[config.mk]
export PLATFORM = sky130hd
export DESIGN_NAME = serial_cmp_encoder_flat
export DESIGN_NICKNAME = d
export VERILOG_FILES = /design/src/rtl/serial_cmp_pkg.sv /design/src/rtl/serial_cmp_encoder_if.sv /design/src/rtl/serial_cmp_encoder_classify.sv /design/src/rtl/serial_cmp_encoder.sv /design/src/flat_wrapper.sv
export SDC_FILE = /design/constraint.sdc
export NUM_CORES = 1
export LEC_CHECK = 0
export ABC_AREA = 1
export CELL_PAD_IN_SITES_DETAIL_PLACEMENT = 1
export CELL_PAD_IN_SITES_GLOBAL_PLACEMENT = 1
export CORE_MARGIN = 4
export CORE_UTILIZATION = 33
export DETAILED_ROUTE_END_ITERATION = 8
export MAX_ROUTING_LAYER = met4
export PLACE_DENSITY = 0.77
export SLEW_MARGIN = 5
export SYNTH_ARGS = -nofsm -noshare
export SYNTH_HDL_FRONTEND = slang
export SYNTH_SLANG_ARGS = --single-unit
[constraint.sdc]
create_clock -name clk -period 1.5 [get_ports clk]
set_input_delay 0.15 -clock clk [delete_from_list [all_inputs] [get_ports clk]]
set_output_delay 0.15 -clock clk [all_outputs]
set_load 0.02 [all_outputs]
[src/rtl/serial_cmp_pkg.sv]
// Shared constants for the serial comparator encoder: symbol codes and FSM states.
// Optional feature macro: SERIAL_CMP_GAP_EN (adds the one-cycle GAP state).
package serial_cmp_pkg;

  localparam int unsigned SYM_W = 2;
  localparam int unsigned ST_W  = 2;

  // Symbol codes carried on {y,z}
  localparam logic [SYM_W-1:0] SYM_IDLE = 2'b00;
  localparam logic [SYM_W-1:0] SYM_EQ   = 2'b01;
  localparam logic [SYM_W-1:0] SYM_AGT  = 2'b10;
  localparam logic [SYM_W-1:0] SYM_BGT  = 2'b11;

  // FSM state encoding; GAP exists only when the gap feature is built in
  typedef enum logic [ST_W-1:0] {
    ST_IDLE = 2'd0,
    ST_SEND = 2'd1,
`ifdef SERIAL_CMP_GAP_EN
    ST_GAP  = 2'd2,
`endif
    ST_DONE = 2'd3
  } state_e;

  // Bit-index counter width; a 1-bit word still needs a 1-bit counter
  function automatic int unsigned idx_width(input int unsigned n);
    return (n > 1) ? $clog2(n) : 1;
  endfunction

endpackage

[src/rtl/serial_cmp_encoder_if.sv]
// Request/symbol bundle between a word source, the encoder and the downstream comparator.
interface serial_cmp_encoder_if #(
  parameter int unsigned N = 3
);

  logic         start;
  logic [N-1:0] a;
  logic [N-1:0] b;
  logic         sym_ready;
  logic         y;
  logic         z;
  logic         sym_valid;
  logic         busy;
  logic         done;
  logic [1:0]   result;

  // Requester side: drives words and downstream ready, observes symbols/status
  modport master (
    output start, a, b, sym_ready,
    input  y, z, sym_valid, busy, done, result
  );

  // Encoder side
  modport slave (
    input  start, a, b, sym_ready,
    output y, z, sym_valid, busy, done, result
  );

endinterface

[src/rtl/serial_cmp_encoder_classify.sv]
// Combinational per-bit classifier: maps one bit of A and B to a comparison symbol.
module cmp_bit_classify
  import serial_cmp_pkg::*;
(
  input  logic             a_bit,
  input  logic             b_bit,
  output logic [SYM_W-1:0] sym_c
);

  // Equal bits give EQ; otherwise the word holding the 1 is greater
  always_comb begin
    sym_c = SYM_EQ;
    if (a_bit && !b_bit) begin
      sym_c = SYM_AGT;
    end else if (!a_bit && b_bit) begin
      sym_c = SYM_BGT;
    end
  end

endmodule

[src/rtl/serial_cmp_encoder.sv]
// Serialises two N-bit words MSB first as {y,z} comparison symbols, stopping at the
// first differing bit. Build option SERIAL_CMP_GAP_EN inserts one idle cycle after
// every EQ symbol that is not the last bit.
module serial_cmp_encoder
  import serial_cmp_pkg::*;
#(
  parameter int unsigned N = 3
) (
  input  logic                 clk,
  input  logic                 rst_n,
  serial_cmp_encoder_if.slave  bus
);

  localparam int unsigned IDX_W = idx_width(N);

  state_e             state_q, state_d;
  logic [IDX_W-1:0]   index_q, index_d;
  logic [N-1:0]       a_q, a_d;
  logic [N-1:0]       b_q, b_d;
  logic [SYM_W-1:0]   result_q, result_d;
  logic               y_q, y_d;
  logic               z_q, z_d;
  logic               sym_valid_q, sym_valid_d;
  logic               busy_q, busy_d;
  logic               done_q, done_d;

  logic               cls_a;
  logic               cls_b;
  logic [SYM_W-1:0]   cls_sym;
  logic [IDX_W-1:0]   idx_dec;
  logic               xfer;

  // Single classifier, fed with whichever bit the next SEND cycle will present
  cmp_bit_classify u_classify (
    .a_bit (cls_a),
    .b_bit (cls_b),
    .sym_c (cls_sym)
  );

  assign idx_dec = index_q - IDX_W'(1);
  assign xfer    = sym_valid_q && bus.sym_ready;

  // Next-state, counter, capture and next-output computation
  always_comb begin
    state_d  = state_q;
    index_d  = index_q;
    a_d      = a_q;
    b_d      = b_q;
    result_d = result_q;
    cls_a    = a_q[index_q];
    cls_b    = b_q[index_q];

    case (state_q)
      ST_IDLE: begin
        if (bus.start) begin
          a_d      = bus.a;
          b_d      = bus.b;
          index_d  = IDX_W'(N - 1);
          result_d = SYM_IDLE;
          state_d  = ST_SEND;
          cls_a    = bus.a[N-1];
          cls_b    = bus.b[N-1];
        end
      end

      ST_SEND: begin
        if (xfer) begin
          if ({y_q, z_q} != SYM_EQ) begin
            result_d = {y_q, z_q};
            state_d  = ST_DONE;
          end else if (index_q == '0) begin
            result_d = SYM_EQ;
            state_d  = ST_DONE;
          end else begin
            index_d = idx_dec;
            cls_a   = a_q[idx_dec];
            cls_b   = b_q[idx_dec];
`ifdef SERIAL_CMP_GAP_EN
            state_d = ST_GAP;
`endif
          end
        end
      end

`ifdef SERIAL_CMP_GAP_EN
      ST_GAP: begin
        state_d = ST_SEND;
      end
`endif

      ST_DONE: begin
        state_d = ST_IDLE;
      end

      default: begin
        state_d = ST_IDLE;
      end
    endcase

    sym_valid_d = (state_d == ST_SEND);
    {y_d, z_d}  = (state_d == ST_SEND) ? cls_sym : SYM_IDLE;
    busy_d      = (state_d != ST_IDLE);
    done_d      = (state_d == ST_DONE);
  end

  // State, datapath and output registers
  always_ff @(posedge clk or negedge rst_n) begin
    if (!rst_n) begin
      state_q     <= ST_IDLE;
      index_q     <= IDX_W'(N - 1);
      a_q         <= '0;
      b_q         <= '0;
      result_q    <= SYM_IDLE;
      y_q         <= 1'b0;
      z_q         <= 1'b0;
      sym_valid_q <= 1'b0;
      busy_q      <= 1'b0;
      done_q      <= 1'b0;
    end else begin
      state_q     <= state_d;
      index_q     <= index_d;
      a_q         <= a_d;
      b_q         <= b_d;
      result_q    <= result_d;
      y_q         <= y_d;
      z_q         <= z_d;
      sym_valid_q <= sym_valid_d;
      busy_q      <= busy_d;
      done_q      <= done_d;
    end
  end

  assign bus.y         = y_q;
  assign bus.z         = z_q;
  assign bus.sym_valid = sym_valid_q;
  assign bus.busy      = busy_q;
  assign bus.done      = done_q;
  assign bus.result    = result_q;

endmodule

[src/flat_wrapper.sv]
// flat-port wrapper written by rule: the top's interface ports become plain ports
module serial_cmp_encoder_flat import serial_cmp_pkg::*;
#(
  parameter int unsigned N = 3
)
  (clk, rst_n, bus_start, bus_a, bus_b, bus_sym_ready, bus_y, bus_z, bus_sym_valid, bus_busy, bus_done, bus_result);
  serial_cmp_encoder_if #(.N(N)) bus_i ();
  input  logic clk;
  input  logic rst_n;
  input wire logic [$bits(bus_i.start)-1:0] bus_start;
  input wire logic [$bits(bus_i.a)-1:0] bus_a;
  input wire logic [$bits(bus_i.b)-1:0] bus_b;
  input wire logic [$bits(bus_i.sym_ready)-1:0] bus_sym_ready;
  output wire logic [$bits(bus_i.y)-1:0] bus_y;
  output wire logic [$bits(bus_i.z)-1:0] bus_z;
  output wire logic [$bits(bus_i.sym_valid)-1:0] bus_sym_valid;
  output wire logic [$bits(bus_i.busy)-1:0] bus_busy;
  output wire logic [$bits(bus_i.done)-1:0] bus_done;
  output wire logic [$bits(bus_i.result)-1:0] bus_result;
  assign bus_i.start = bus_start;
  assign bus_i.a = bus_a;
  assign bus_i.b = bus_b;
  assign bus_i.sym_ready = bus_sym_ready;
  assign bus_y = bus_i.y;
  assign bus_z = bus_i.z;
  assign bus_sym_valid = bus_i.sym_valid;
  assign bus_busy = bus_i.busy;
  assign bus_done = bus_i.done;
  assign bus_result = bus_i.result;
  serial_cmp_encoder #(.N(N)) u_core (.clk(clk), .rst_n(rst_n), .bus(bus_i));
endmodule
After elaboration in Yosys (flattened, before gate mapping)
Cells that the tools add are included.

Register bits: 17. Input port bits: 10. Output and inout port bits: 7.

$add $sub $neg: 1. Magnitude comparators: 2. Eq/ne operators: 9. Mux-type cells: 36. Reductions and logical operators: 12.

Operators by type and width (count): 2-bit two-way mux (15); 1-bit two-way mux (12); 2-bit one-hot mux with 2 select lines (3); 1-bit binary-select mux with 2-bit select (4); 2-bit by 3-bit less-than comparator with 1-bit output (second input constant) (2); 2-bit != test (second input constant) (3); 5-bit AND reduction (1); 2-bit by 1-bit equality test with 1-bit output (second input constant) (2); 2-bit zero test (2); 2-bit by 1-bit != test with 1-bit output (second input constant) (2); 1-bit one-hot mux with 2 select lines (2); 4-bit AND reduction (1); 2-bit nonzero test (2); 1-bit logical AND (3); 3-bit by 1-bit != test with 1-bit output (second input constant) (1); 2-bit equality test (second input constant) (1); 1-bit zero test (2); 2-bit AND reduction (1); 2-bit by 1-bit subtractor with 2-bit output (second input constant) (1).

Longest topological paths before layout
Gate-level depths: netlist (run 1).

Word-level depth: 12. Depth in mapped cells: 11. Gate-level depth less buffers: 11.

Modules after synthesis
Synthesis (run 1) repeated with hierarchy kept, for this count alone.

Cell total of the unflattened synthesis: 120. Area, all modules: 949.7 um2.

Modules (own cells, without submodules): serial_cmp_encoder (instances 1, cells each 116, area an instance 925.9 um2); cmp_bit_classify (instances 1, cells each 4, area an instance 23.8 um2).

Worst setup path after synthesis (run 1)
No wires, ideal clock.

Path kind: reg-to-reg. From: register u_core.index_q[1]. To: register u_core.y_q, in the netlist u_core.bus.y. Library setup time: 0.071 ns. Data arrival time: 1.591 ns. Path slack: -0.162 ns. Stages on the path, launching flop included: 12. Buffers on the path: 0. Period minus slack after synthesis: 1.662 ns. Cell sequence: dfstp_2 -> inv_1 -> ha_1 -> inv_1 -> nand3_1 -> nor2_1 -> nor2_1 -> o21ai_0 -> nand2_1 -> nand2_1 -> ha_1 -> nor2_1.

Cells in the longest elaborated chain, start to end: 12.

RTL lines: start: declaration (RTL line serial_cmp_encoder.sv:17) `logic [IDX_W-1:0] index_q, index_d;`; start signal: assignment (RTL line serial_cmp_encoder.sv:110) `index_q <= IDX_W'(N - 1);`; start signal: assignment (RTL line serial_cmp_encoder.sv:121) `index_q <= index_d;`; 2-bit by 1-bit subtractor with 2-bit output (RTL line serial_cmp_encoder.sv:40) `assign idx_dec = index_q - IDX_W'(1);`; 1-bit binary-select mux with 2-bit select (RTL line serial_cmp_encoder.sv:76) `cls_a = a_q[idx_dec];`; 1-bit two-way mux (implied by the code) (RTL line serial_cmp_encoder.sv:76); 1-bit two-way mux (RTL line serial_cmp_encoder.sv:71) `end else if (index_q == '0) begin`; 1-bit two-way mux (RTL line serial_cmp_encoder.sv:68) `if ({y_q, z_q} != SYM_EQ) begin`; 1-bit two-way mux (RTL line serial_cmp_encoder.sv:67) `if (xfer) begin`; 1-bit one-hot mux with 2 select lines (RTL line serial_cmp_encoder.sv:53) `case (state_q)`; 1-bit zero test (RTL line serial_cmp_encoder_classify.sv:15) `end else if (!a_bit && b_bit) begin`; 1-bit logical AND (RTL line serial_cmp_encoder_classify.sv:15); 2-bit two-way mux (RTL line serial_cmp_encoder_classify.sv:15); 2-bit two-way mux (RTL line serial_cmp_encoder_classify.sv:13) `if (a_bit && !b_bit) begin`; 2-bit two-way mux (*) (RTL line serial_cmp_encoder.sv:101) `{y_d, z_d} = (state_d == ST_SEND) ? cls_sym : SYM_IDLE;`; net u_core.y_d (RTL line serial_cmp_encoder.sv:21) `logic y_q, y_d;`; end signal: assignment (RTL line serial_cmp_encoder.sv:125) `y_q <= y_d;`; end: declaration (RTL line serial_cmp_encoder.sv:21).

Mark *: on every way through the listed nets, which the timed path passes. The rest lies on a longest branch. The select of a mux whose other input is x is not followed. A chain may end at the register's enable or synchronous reset.

Worst setup path after layout (run 1)
Ends and elaborated chain as after synthesis.

==> results of run 1 <==
cell usage in the layout (no fill, tap or decap):
master / n
ha_1: 1
nand2_2: 4
dfstp_2: 1
nor2_8: 1
nand2_1: 25
a21oi_2: 2
nand3_4: 3
inv_4: 3
dlymetal6s2s_1: 1
nor2_1: 8
dfrtp_1: 16
o21ai_0: 7
nand3_2: 2
dlygate4sd2_1: 2
inv_1: 13
o21ai_1: 5
nand3_1: 9
nor2_4: 2
o21ai_2: 2
clkinv_2: 1
clkbuf_4: 3
inv_2: 4
ha_4: 1
nand2_4: 1
clkdlybuf4s50_1: 13
nor2_2: 2
or2_0: 1
buf_4: 21
state kept, by name (all words and copies together), names as in the netlist:
name,flops
u_core.a_q,3
u_core.b_q,3
u_core.bus.busy,1
u_core.bus.done,1
u_core.bus.result,2
u_core.bus.sym_valid,1
u_core.bus.y,1
u_core.bus.z,1
u_core.index_q,2
u_core.state_q,2
Yosys cell counts, drive strengths merged:
cell	count	share of area (%)
dfstp	1	2.9
or2	1	0.70
inv	20	8.4
a21oi	2	1.1
buf	1	1.3
nand3	14	8.4
o21ai	14	8.3
dfrtp	16	45
nor2	13	7.8
nand2	30	13
ha	2	2.8
what timing repair did:
item	4_1_cts	5_1_grt
gates resized for setup	10	11
setup buffers	2	2
pin swaps	10	12
endpoints found under the setup margin	4	7
final cells by class:
type | instances | area (um^2) | area share, %
multi-input combinational | 76 | 472 | 34.6
sequential | 17 | 427 | 31.3
timing repair buffer | 37 | 318 | 23.3
inverter | 20 | 82.6 | 6.06
tap | 30 | 37.5 | 2.75
clock buffer | 3 | 22.5 | 1.65
clock inverter | 1 | 5.00 | 0.367
where the power goes:
group | internal [mW] | switching [mW] | total (mW)
registers | 0.681 | 0.141 | 0.822
logic | 0.882 | 1.17 | 2.05
clock network | 0.0997 | 0.167 | 0.267
total | 1.66 | 1.48 | 3.14
through the flow:
step	worst slack [ns]	instances	power, mW
detailed placement	-0.203	176	2.57
CTS	-0.175	182	2.99
global placement	-0.149	176	2.48
floorplan	-0.0753	114	1.87
finish	-0.190	184	3.14
global route	-0.305	184	3.46
how the worst min path moves through the flow:
stage / end / slack, ns / depth (start not counted)
after floorplan: u_core.a_q[0] / -0.15 / 0
after global placement: u_core.b_q[1] / 0.45 / 1
after detailed placement: u_core.b_q[1] / 0.45 / 1
after CTS: u_core.a_q[2] / 0.11 / 1
after global routing: u_core.a_q[2] / 0.11 / 1
final: u_core.a_q[2] / 0.11 / 1
routing by layer:
layer | global-route usage, % | share of wire (%) | wire length (um) | vias up
li1 | - | - | - | 437
met1 | 22.5 | 42 | 1150 | 438
met2 | 30.1 | 52 | 1450 | 22
met3 | 4.32 | 4.2 | 116 | 7
met4 | 8.23 | 2.1 | 57 | 0
met5 | - | 0 | 0 | -
kinds of logic after synthesis:
| family | after synthesis |
|---|---|
| flops | 17 |
| simple gates | 58 |
| compound gates | 16 |
| fa+ha+maj | 2 |
| buf+inv | 21 |
worst max-delay path, cell delays in order (launching register included):
cell and delay (ns):
dfstp_2 0.56, inv_2 0.05, ha_4 0.16, inv_4 0.07
nand3_4 0.10, nor2_4 0.15, a21oi_2 0.07, nand2_1 0.07
nand2_1 0.05, ha_1 0.28, nor2_1 0.08
==> out/summary.log, run 1 <==
INFO  yosys          synth-seq-area-share=47.8%
INFO  clock_network  cts-root-to-sink-buffers=2
INFO  layout         layout-drive-gt1-share=34.4%
INFO  clock_network  cts_tree=done
INFO  floorplanning  fp.dieW=60.0um
INFO  routing        antenna_violating_nets_post_route=0
INFO  global_route   groute.usage.overall=18.8%
INFO  critical_path  critPathCapture=u_core.bus.y
INFO  sta            fin_worst_skew=0.00733ns
INFO  critical_path  worst_setup_path_startpoint=u_core.index_q[1]
INFO  global_route   grt_antenna_before_repair=0
INFO  pwr            ir_drop=1400uV
INFO  clock_network  ctsRootBufferMaster=clkbuf_4
INFO  layout         n_fill_cell=315
INFO  layout         fin_nets=167
INFO  sta            report.final.hold_viol_count=0
INFO  yosys          multiplexer_area_fraction_after_synthesis=0%
INFO  clock_network  htreeDepth=1
INFO  yosys          synth_simple_gate_area_share=30.4%
INFO  outcome        outcome=finished, violations left
INFO  sta            relSlewSlack=75.3%
INFO  sta            rsz_0062_raised_after_global_routing=true
INFO  critical_path  r2r-end=u_core.bus.y
INFO  routing        wirelength=2770um
INFO  critical_path  r2r_setup_slack=-0.19ns
INFO  routing        vias_per_cell=4.91
INFO  clock_network  cts_inserted_buffers=3
INFO  critical_path  timing.setup.critical_path_class=reg2reg
INFO  critical_path  timing.reg2reg.worst_path_depth=10
INFO  yosys          yosysWarnings=0
INFO  sta            maxSlewViolCount=0
INFO  routing        drc_errors=0
INFO  sta            final-setup-viol-count=5
INFO  layout         syn_to_layout_area_delta=52.7%
INFO  critical_path  crit_path_max_fanout=3
INFO  critical_path  endpoint_kind=register
INFO  global_route   grt_start_max_net_pins=12
INFO  critical_path  worst-endpoint-arrival=1.94ns
INFO  floorplanning  die-area=3600um^2
INFO  routing        routed_wire_length_per_instance=15.1um
INFO  yosys          synth.cell_area=893um^2
INFO  placement      dp.final_hpwl=1960um
INFO  global_route   grt_pass1_vias=966
INFO  placement      quantity_of_i_o_buffers_inserted_on_ports=16
INFO  yosys          syn-num-nets=126
INFO  yosys          syn_avg_cell_area=7.84um^2
INFO  routing        drt-pass1-iter-count=4
INFO  sta            setup_slack=-0.190ns
INFO  floorplanning  effective_utilization_at_floorplan=35.4%
INFO  routing        num_vias=904
INFO  placement      postPlaceCellArea=1230um^2
INFO  outcome        failed_checks=setup timing
INFO  critical_path  regToRegStartpoint=u_core.index_q[1]
INFO  yosys          netlist_cell_types=18
INFO  critical_path  cp-start-kind=register
INFO  flow_run       maxCapViolCount=0
INFO  min_path       min-delay-path-class=in2async
INFO  yosys          postSynthCellCount=114
INFO  layout         num_antenna_cells=0
INFO  floorplanning  top_level_ports=17
INFO  placement      gpl.final_weighted_congestion=0.783
INFO  floorplanning  coreArea=2520um^2
INFO  yosys          synth_compound_gate_area_share=9.38%
INFO  floorplanning  die_h=60.0um
INFO  layout         final_core_util=54.1%
INFO  clock_network  clock_sink_count=17
INFO  yosys          synth_adder_area_share=2.80%
INFO  clock_network  cts.reportedPaths.clkPinSlew=0.11ns
INFO  global_route   globalRouteOverflowTotal=0
INFO  clock_network  cts_hold_buffers=0
INFO  floorplanning  rows=18
INFO  sta            setup_tns=-0.679ns
INFO  sta            worst_pin_slew=0.370ns
INFO  pwr            powerDensity=2300nW/um^2
INFO  pwr            power.static_leakage=0.683nW
INFO  yosys          synth-xor-area-share=0%
INFO  critical_path  worst_ep_required_time=1.75ns
INFO  yosys          synth_top_family_by_area=simple AND/OR/NAND/NOR gates
INFO  yosys          ys_seq_elements=17
INFO  layout         final_design_area_no_fill=1360um^2
INFO  sta            final_period_minus_worst_setup_slack=1.69ns
INFO  clock_network  worst_skew_pair.late_latency=0.31ns
INFO  sta            hold_ws=0.106ns
INFO  sta            timing.fmax=592MHz
INFO  global_route   grt_pass1_wl=4690um
INFO  sta            timing.final.crit_share=113%
INFO  routing        first_iter_violations=11
No activity file was read; power rests on OpenSTA's default activity.
==> run 2, diff against run 1 <==
- CTS_CLUSTER_SIZE: not set -> 12
- REMOVE_ABC_BUFFERS: not set -> 1
- clock period: 1.5 -> 1.4 ns (I/O delays scaled with it)
==> run 2 against run 1 <==
  * The run still ends with setup timing left
  * Cell count is 2.2% higher
  * Non-clock buffer count is 4 higher
  * Clock skew is 0.00059 ns lower
  * Count of clock-buffer cells in the layout is 1 higher
  * Utilization is 0.45 points higher
  * Sequential share of layout area is 0.26 points lower
  * Register-to-register slack worse by 0.11 ns
  * Hold slack better by 0.050 ns
  * Clock power is 5% higher
  * Sequential power is 5.5% higher
  * Flip-flop and latch count stayed put
==> out/summary.log, run 2 (synthesis results as in run 1) <==
INFO  placement      quantity_of_i_o_buffers_inserted_on_ports=16
INFO  routing        routed_wire_length_per_instance=14.9um
INFO  clock_network  cts-root-to-sink-buffers=2
INFO  global_route   globalRouteOverflowTotal=0
INFO  routing        first_iter_violations=10
INFO  global_route   grt_pass1_vias=969
INFO  flow_run       maxCapViolCount=0
INFO  placement      post_place_setup_slack=-0.362ns
INFO  global_route   grt_pass1_wl=4470um
INFO  sta            maxSlewViolCount=0
INFO  clock_network  ctsRootBufferMaster=clkbuf_4
INFO  floorplanning  fp.dieW=60.0um
INFO  layout         final_common_cell=nand2_1
INFO  floorplanning  die-area=3600um^2
INFO  sta            final-setup-viol-count=8
INFO  sta            report.final.hold_viol_count=0
INFO  routing        wirelength=2790um
INFO  routing        vias_per_cell=4.89
INFO  critical_path  regToRegStartpoint=u_core.index_q[1]
INFO  pwr            ir_drop=1460uV
INFO  routing        num_vias=920
INFO  critical_path  cp-start-kind=register
INFO  clock_network  cts.reportedPaths.clkPinSlew=0.10ns
INFO  routing        antenna_violating_nets_post_route=0
INFO  global_route   groute.usage.overall=17.5%
INFO  routing        drc_errors=0
INFO  global_route   grt_start_max_net_pins=18
INFO  critical_path  endpoint_kind=register
INFO  outcome        failed_checks=setup timing
INFO  layout         num_antenna_cells=0
INFO  critical_path  worst-endpoint-arrival=1.96ns
INFO  sta            rsz_0062_raised_after_global_routing=true
INFO  sta            setup_slack=-0.304ns
INFO  sta            final_period_minus_worst_setup_slack=1.70ns
INFO  clock_network  cts_tree=done
INFO  layout         fin_nets=171
INFO  critical_path  worst_setup_path_startpoint=u_core.index_q[1]
INFO  clock_network  cts_inserted_buffers=3
INFO  sta            timing.fmax=587MHz
INFO  floorplanning  die_h=60.0um
INFO  critical_path  crit_path_max_fanout=2
INFO  critical_path  timing.setup.critical_path_class=reg2reg
INFO  outcome        outcome=finished, violations left
INFO  placement      gpl.final_weighted_congestion=0.826
INFO  sta            worst_pin_slew=0.225ns
INFO  clock_network  htreeDepth=1
INFO  pwr            report.power.total=3.35mW
INFO  min_path       min-delay-path-class=in2async
INFO  sta            fin_worst_skew=0.00675ns
INFO  global_route   grt_antenna_before_repair=0
INFO  placement      dp.final_hpwl=1960um
INFO  sta            relSlewSlack=84.9%
INFO  floorplanning  rows=18
INFO  floorplanning  top_level_ports=17
INFO  sta            timing.final.crit_share=122%
INFO  clock_network  cts_hold_buffers=0
INFO  floorplanning  effective_utilization_at_floorplan=35.4%
INFO  clock_network  clock_sink_count=17
INFO  floorplanning  coreArea=2520um^2
INFO  layout         syn_to_layout_area_delta=53.9%
INFO  pwr            power.static_leakage=0.709nW
INFO  layout         largestRegisters=u_core.a_q x3, u_core.b_q x3
INFO  layout         layout.cells.most_common_list=nand2_1 (28), buf_4 (24), dfrtp_1 (16)
INFO  critical_path  worst_ep_required_time=1.65ns
INFO  routing        drt-pass1-iter-count=4
INFO  clock_network  worst_skew_pair.late_latency=0.31ns
INFO  layout         layout-drive-gt1-share=32.3%
INFO  pwr            powerDensity=2440nW/um^2
run 2: power by group:
part	switching (mW)	internal (mW)	leakage [nW]	total (mW)
Clock	0.168	0.112	0.0150	0.280
Combinational	1.24	0.961	0.487	2.20
Sequential	0.137	0.729	0.207	0.867
run 2: worst max-delay path: stages, from the launching register on:
cell,delay (ns)
dfstp_2,0.55
inv_2,0.05
ha_4,0.15
inv_4,0.06
nand3_4,0.08
nor2_4,0.13
nor2_2,0.06
o21ai_1,0.12
nand2_1,0.07
nand2_1,0.06
ha_1,0.22
nor2_1,0.10
run 2: layout make-up:
class                           instances  area (um^2)
Multi-Input combinational cell         76          454
Tap cell                               30         37.5
Fill cell                             317         1150
Clock buffer                            4         26.3
Sequential cell                        17          427
Inverter                               20         80.1
Timing Repair Buffer                   41          350
run 2: worst paths after layout:
kind	end	slack (ns)	cells after the start
setup reg to reg	u_core.bus.y	-0.30	11
min in group clk	u_core.b_q[1]	0.40	3
max in group asynchronous	u_core.index_q[1]	0.99	2
hold / removal	u_core.bus.result[1]	0.16	2
setup / recovery	u_core.bus.y	-0.30	11
hold reg to reg	u_core.bus.result[0]	0.51	2
run 2: timing repair:
item / in CTS / in global routing
resized for setup: 20 / 10
setup buffers: 2 / 2
pin swaps: 6 / 8
setup endpoints to repair: 12 / 9
run 2: per-layer routing:
layer	track usage, %	up-vias	wire (um)
met4	5.70	0	72
met5	-	-	0
li1	-	448	-
met3	3.24	7	76
met2	28.9	12	1470
met1	21.5	453	1170
run 2: per-stage QoR:
stage	utilization, %	setup TNS, ns	cells	hold slack, ns	area (um^2)
final	54.5	-1.19	188	0.156	1380
after global routing	54.5	-1.76	188	0.163	1380
after CTS	52.6	-0.798	186	0.167	1330
after detailed placement	49.4	-1.02	181	0.492	1240
after global placement	49.4	-0.773	181	0.478	1240
after floorplan	-	-0.452	113	-0.156	882
